$ cat config.mk
export PLATFORM = sky130hd
export DESIGN_NAME = mac_accumulator
export DESIGN_NICKNAME = d
export VERILOG_FILES = /design/src/rtl/mac_accumulator.sv
export SDC_FILE = /design/constraint.sdc
export NUM_CORES = 1
export LEC_CHECK = 0
export ABC_CLOCK_PERIOD_IN_PS = 5900
export BUFFER_PORTS_ARGS = -buffer_cell sky130_fd_sc_hd__buf_2
export CORE_MARGIN = 2
export CORE_UTILIZATION = 55
export CTS_CLUSTER_SIZE = 30
export DETAILED_ROUTE_END_ITERATION = 7
export PLACE_DENSITY = 0.75
export SYNTH_ARGS = -nofsm -noshare
export SYNTH_HDL_FRONTEND = slang
export SYNTH_SLANG_ARGS = --single-unit
$ cat constraint.sdc
create_clock -name clk -period 5.9 [get_ports clk]
set_input_delay 0.295 -clock clk [delete_from_list [all_inputs] [get_ports clk]]
set_output_delay 0.295 -clock clk [all_outputs]
set_load 0.02 [all_outputs]
$ cat src/rtl/mac_accumulator.sv
// mac_accumulator: registered operand pairs through a multiplier into a vector dot-product accumulator.
// The multiplier is either synthesizer-inferred or a carry-save reduction of partial products.
module multiplier #(
   parameter int parallelism = 8,
   parameter int ARCH_TYPE   = 0
) (
   input  logic [parallelism-1:0]   a,
   input  logic [parallelism-1:0]   b,
   output logic [2*parallelism-1:0] p
);
   localparam int W = 2*parallelism;
   generate
      if (ARCH_TYPE == 1) begin : g_csa
         logic [W-1:0] s, c, pp, t;
         // 3:2 compress each partial product into the sum/carry pair; one carry-propagate add at the end
         always_comb begin
            s = '0;
            c = '0;
            pp = '0;
            t = '0;
            for (int i = 0; i < parallelism; i++) begin
               pp = b[i] ? (W'(a) << i) : '0;
               t = s ^ c ^ pp;
               c = ((s & c) | (s & pp) | (c & pp)) << 1;
               s = t;
            end
            p = s + c;
         end
      end else begin : g_syn
         assign p = W'(a) * W'(b);
      end
   endgenerate
endmodule

module mac_accumulator #(
   parameter int parallelism = 8,
   parameter int MULT_ARCH   = 0,
   parameter int ACC_WIDTH   = 2*parallelism+8,
   parameter int CNT_WIDTH   = 8
) (
   input  logic                   clk,
   input  logic                   rst_n,
   input  logic                   in_valid,
   output logic                   in_ready,
   input  logic [parallelism-1:0] in_a,
   input  logic [parallelism-1:0] in_b,
   input  logic                   in_last,
   output logic                   out_valid,
   input  logic                   out_ready,
   output logic [ACC_WIDTH-1:0]   out_acc,
   output logic [CNT_WIDTH-1:0]   out_count,
   output logic                   out_ovf
);
   logic                     v1, last1, out_free, adv;
   logic [parallelism-1:0]   a1, b1;
   logic [2*parallelism-1:0] product;
   logic [ACC_WIDTH-1:0]     acc;
   logic [CNT_WIDTH-1:0]     cnt;
   logic                     ovf;
   logic [ACC_WIDTH:0]       sum;

   multiplier #(.parallelism(parallelism), .ARCH_TYPE(MULT_ARCH)) u_mult (
      .a(a1),
      .b(b1),
      .p(product)
   );

   assign out_free = !out_valid || out_ready;
   // only a vector-closing pair needs the output register, so only it can stall
   assign adv      = v1 && (!last1 || out_free);
   assign in_ready = !v1 || adv;
   assign sum      = {1'b0, acc} + (ACC_WIDTH+1)'(product);

   always_ff @(posedge clk or negedge rst_n) begin
      if (!rst_n) begin
         v1    <= 1'b0;
         last1 <= 1'b0;
         a1    <= '0;
         b1    <= '0;
      end else if (in_valid && in_ready) begin
         v1    <= 1'b1;
         last1 <= in_last;
         a1    <= in_a;
         b1    <= in_b;
      end else if (adv) begin
         v1    <= 1'b0;
      end
   end

   always_ff @(posedge clk or negedge rst_n) begin
      if (!rst_n) begin
         acc <= '0;
         cnt <= '0;
         ovf <= 1'b0;
      end else if (adv) begin
         acc <= last1 ? '0 : sum[ACC_WIDTH-1:0];
         cnt <= last1 ? '0 : cnt + 1'b1;
         ovf <= last1 ? 1'b0 : ovf | sum[ACC_WIDTH];
      end
   end

   always_ff @(posedge clk or negedge rst_n) begin
      if (!rst_n) begin
         out_valid <= 1'b0;
         out_acc   <= '0;
         out_count <= '0;
         out_ovf   <= 1'b0;
      end else if (adv && last1) begin
         out_valid <= 1'b1;
         out_acc   <= sum[ACC_WIDTH-1:0];
         out_count <= cnt + 1'b1;
         out_ovf   <= ovf | sum[ACC_WIDTH];
      end else if (out_ready) begin
         out_valid <= 1'b0;
      end
   end
endmodule

# == Word-level counts from Yosys, hierarchy flattened ==
# Cells that the tools add are included.
# Widths: inputs -> output; s select.
# op_classes
add_sub_neg,2
mul,1
muxes,7
bitwise,1
reduce_logical,11
# op_table
operator,n
$add 24x16->25,1
$mux 24,1
$mul 8x8->16,1
$add 8x1->8 const B,1
$mux 8,1
$mux 1,5
$reduce_bool 2->1,2
$logic_and 1x1->1,3
$logic_not 1->1,3
$logic_or 1x1->1,3
$or 1x1->1,1
# totals
register_bits,85
in_bits,21
output_inout_bits,35
elab_cells,33

# == Logic depth before layout (Yosys ltp) ==
# logic_depth
ltp_word,7
mapped_depth,18
depth_no_buf,17

# == Hierarchy ==
# Synthesis repeated with hierarchy kept, for this count alone.
# hier_totals
hier_cells,716
area_unflattened_um2,6825.3
# modules_own_cells
mod,n_inst,cells_each,area_per_inst_um2,seq_area_each_um2
mac_accumulator,1,473,4710.8,2127.0
multiplier,1,243,2114.5,0.0

# == Worst setup path before layout ==
# OpenSTA, ideal clock, no wires.
# synth_timing
path_type,reg2reg
startpoint,register b1[1]
endpoint,register out_acc[17]
setup_ns,0.125
arrival_ns,4.364
t_required_ns,5.775
slack_ns,1.411
path_stages_with_launch,18
path_buffers,1
synth_period_minus_slack_ns,4.489
path_cell_list,dfrtp_1 > clkbuf_1 > nand2_1 > fa_1 > inv_1 > fa_1 > inv_1 > fa_1 > fa_1 > inv_1 > ha_1 > and3_1 > a221oi_2 > o21a_2 > o22ai_1 > a31oi_1 > xnor2_1 > mux2_2
# synth_via
elab_chain_cells,2
# synth_lines
element,line_no,rtl
"start, declared",55,"logic [parallelism-1:0] a1, b1;"
"start signal, assigned",84,b1 <= in_b;
$mul 8x8->16,30,assign p = W'(a) * W'(b);
$add 24x16->25,72,"assign sum = {1'b0, acc} + (ACC_WIDTH+1)'(product);"
"end signal, assigned",110,out_acc <= sum[ACC_WIDTH-1:0];
"end, declared",50,"output logic [ACC_WIDTH-1:0] out_acc,"
# Every way passes these cells.
# A chain may end at the register's enable or synchronous reset.

# == Worst setup path after layout ==
# layout_timing
startpoint,register a1[1]
endpoint,register out_acc[22]
# layout_via
elab_chain_cells,2
# layout_lines
element,line_no,rtl
"start, declared",55,
"start signal, assigned",83,a1 <= in_a;
$mul 8x8->16,30,
$add 24x16->25,72,
# Every way passes these cells.

==> impl_metrics.py <==
metrics = {
    "logic_synthesis": {
        "synth_top_family_by_area": "adder cells",
        "synth_mux_area_share_pct": 3.75,
        "syn-num-nets": 754,
        "yosys.area.top_type": "dfrtp_1",
        "synth_cell_types": 48,
        "synth_xor_xnor_area_share_pct": 3.16,
        "netlist.area_leader.share_pct": 34.8,
        "syn_avg_cell_area_um2": 9.53,
        "synthFlopType": "dfrtp_1",
        "synth_edf_count": 0,
        "synth_fa_ha_area_share_pct": 25.0,
        "synth_warnings": 0,
        "synth-compound-area-share_pct": 10.3,
        "synth-seq-area-share_pct": 34.8,
        "syn_inst": 641,
        "mappedNetlistArea_um2": 6110,
        "synth-seq-cells": 85,
        "synth-simple-area-share_pct": 16.2,
        "synth_area_leaders": "dfrtp_1, fa_1, ha_1",
        "async_flop_share_pct": 100,
    },
    "timing": {
        "setup_viol": 0,
        "tns_ns": 0,
        "final-hold-violation-count": 0,
        "max_slew_margin_pct": 27.8,
        "rsz0062_at_grt": "false",
        "worst_slew_pin_slew_ns": 1.08,
        "period_needed_ns": 4.87,
        "slew_viol_final": 0,
        "whs_ns": 0.124,
        "fin_crit_sh_pct": 82.6,
        "fmax_mhz": 205,
        "fin_skew_ns": 0.00923,
    },
    "die": {
        "core_area_um2": 10800,
        "die_x_um": 109,
        "initial_core_util_pct": 56.3,
        "rows": 38,
        "die_h_um": 109,
        "dieArea_um2": 12000,
        "ios": 56,
    },
    "cells_and_area": {
        "fin_cells": 835,
        "syn_to_final_growth_pct": 9.85,
        "fin_nets": 803,
        "final_area_um2": 6710,
        "n_fill_cell": 924,
        "drive_gt1_share_pct": 14.4,
        "antenna_cells": 0,
    },
    "grt": {
        "antenna_found_initial": 0,
        "grt_first_pass_wirelength_mm": 22.4,
        "gr-usage-all-layers_pct": 24.5,
        "grt_overflow_total": 0,
        "grt_pass1_vias": 4737,
        "grt_max_degree": 86,
    },
    "worst_hold_path": {
        "hp-class": "input port to async pin",
    },
    "routing": {
        "dr.pass1.iters": 4,
        "drc": 0,
        "detail-route-antenna-nets": 0,
        "first_iter_violations": 242,
        "drt-total-wl_mm": 13.2,
        "avgViaCountPerCell": 5.45,
        "vias": 4549,
        "wl_per_cell_um": 15.8,
    },
    "clock_tree": {
        "root_buffer": "clkbuf_8",
        "cts.path.max_buffers": 2,
        "clk_pin_slew_ns": 0.09,
        "clkLatencyLatePin_ns": 0.37,
        "postCtsSetupRepairBufs": 0,
        "cts_resized": 0,
        "ctsHoldBuffers": 0,
        "htree_levels": 3,
        "cts_made_buffers": 9,
        "cts_sinks": 85,
        "cts_tree": "done",
    },
    "placement": {
        "place.gp.congestion": 0.905,
        "post-place-cells": 819,
        "place_area_um2": 6510,
        "io_buffers": 55,
        "dp_hpwl_mm": 9.97,
    },
    "critical_path": {
        "worstSetupEndpointType": "register",
        "r2r_cells": 15,
        "critical_path_class": "register to register",
        "start_kind": "register",
        "crit_arrival_ns": 5.16,
        "required_ns": 6.19,
        "path_max_fanout": 9,
    },
    "status": {
        "outcome": "finished, final reports clean",
    },
    "run": {
        "cap_viol_max_count": 0,
    },
}
## layer usage
layer / GRT usage (%) / part of all wire (%) / wire length, µm
met5: 0 / 0 / 0
met4: 10.3 / 2.4 / 314
met3: 4.09 / 3.8 / 508
met2: 40.6 / 50 / 6660
met1: 32.0 / 43 / 5720
## kinds of logic after synthesis
logic type | Yosys count
muxes | 20
DFF | 85
and+or+nand+nor | 211
AOI/OAI and AO/OA | 101
adders and majority gates | 92
buffers and inverters | 110
xor gates and xnor gates | 22
## metrics by stage
stage,setup WS [ns],util (%)
floorplan,1.41,-
CTS,1.09,61.9
detailed placement,1.10,60.0
finish,1.03,61.9
global placement,1.20,60.0
global route,0.786,61.9
## final timing paths
kind | startpoint | to | slack, ns
max | a1[1]$_DFFE_PN0P_ | out_acc[22]$_DFFE_PN0P_ | 1.03
min | rst_n | out_acc[18]$_DFFE_PN0P_ | 0.12
max reg2reg | a1[1]$_DFFE_PN0P_ | out_acc[22]$_DFFE_PN0P_ | 1.03
min reg2reg | out_acc[3]$_DFFE_PN0P_ | out_acc[3]$_DFFE_PN0P_ | 0.48
max in group asynchronous | rst_n | b1[4]$_DFFE_PN0P_ | 5.08
min in group clk | in_last | last1$_DFFE_PN0P_ | 0.15
## flip-flops by register name, indices dropped and copies added, names as in the netlist, 8 cells and up
register	cells
b1	8
a1	8
out_count	8
out_acc	24
cnt	8
acc	24
## cells in the final DEF, fill, tap and decap left out, types with 3 or more instances in the layout
master	n
inv_1	90
o21ai_1	12
o21ai_0	36
nand4_1	4
xnor2_1	13
nand2_1	109
nand3_1	17
dfrtp_1	85
and2_1	37
o22ai_1	3
buf_2	54
a31oi_1	5
clkbuf_8	10
and3_1	9
buf_4	4
a21o_1	6
or4_1	4
o31ai_1	8
xor2_1	9
a21oi_1	12
nor2_1	20
a22o_1	3
ha_1	42
fa_1	50
mux2_2	19
## worst max-delay path, stage by stage (launching register included)
cell	delay [ns]
dfrtp_1	0.48
and2_1	0.22
fa_1	0.47
fa_1	0.55
inv_1	0.05
fa_1	0.46
fa_1	0.54
inv_1	0.05
ha_1	0.37
nand3_1	0.10
nor2_1	0.21
o21bai_2	0.11
a211oi_2	0.37
nor3_2	0.15
or4_1	0.44
a31oi_1	0.20
## Yosys cell counts, types with 8 or more instances
cell type,number
a21oi_1,12
and2_1,37
and3_1,9
clkbuf_1,18
dfrtp_1,85
fa_1,50
ha_1,42
inv_1,90
mux2_2,19
nand2_1,109
nand3_1,17
nor2_1,20
o21ai_0,36
o21ai_1,13
o31ai_1,8
xnor2_1,13
xor2_1,9
## area by class of cell
| cell class | count | area [µm²] | share of cell area, % |
|---|---|---|---|
| Timing Repair Buffer | 58 | 300 | 4.48 |
| Multi-Input combinational cell | 446 | 3570 | 53.2 |
| Clock inverter | 4 | 55.1 | 0.821 |
| Inverter | 90 | 338 | 5.04 |
| Clock buffer | 12 | 145 | 2.16 |
| Sequential cell | 85 | 2130 | 31.7 |
| Tap cell | 140 | 175 | 2.61 |
Power is left out: the tool's default activity adds up to more than one toggle a clock period on the data nets, which glitch-free logic cannot reach.
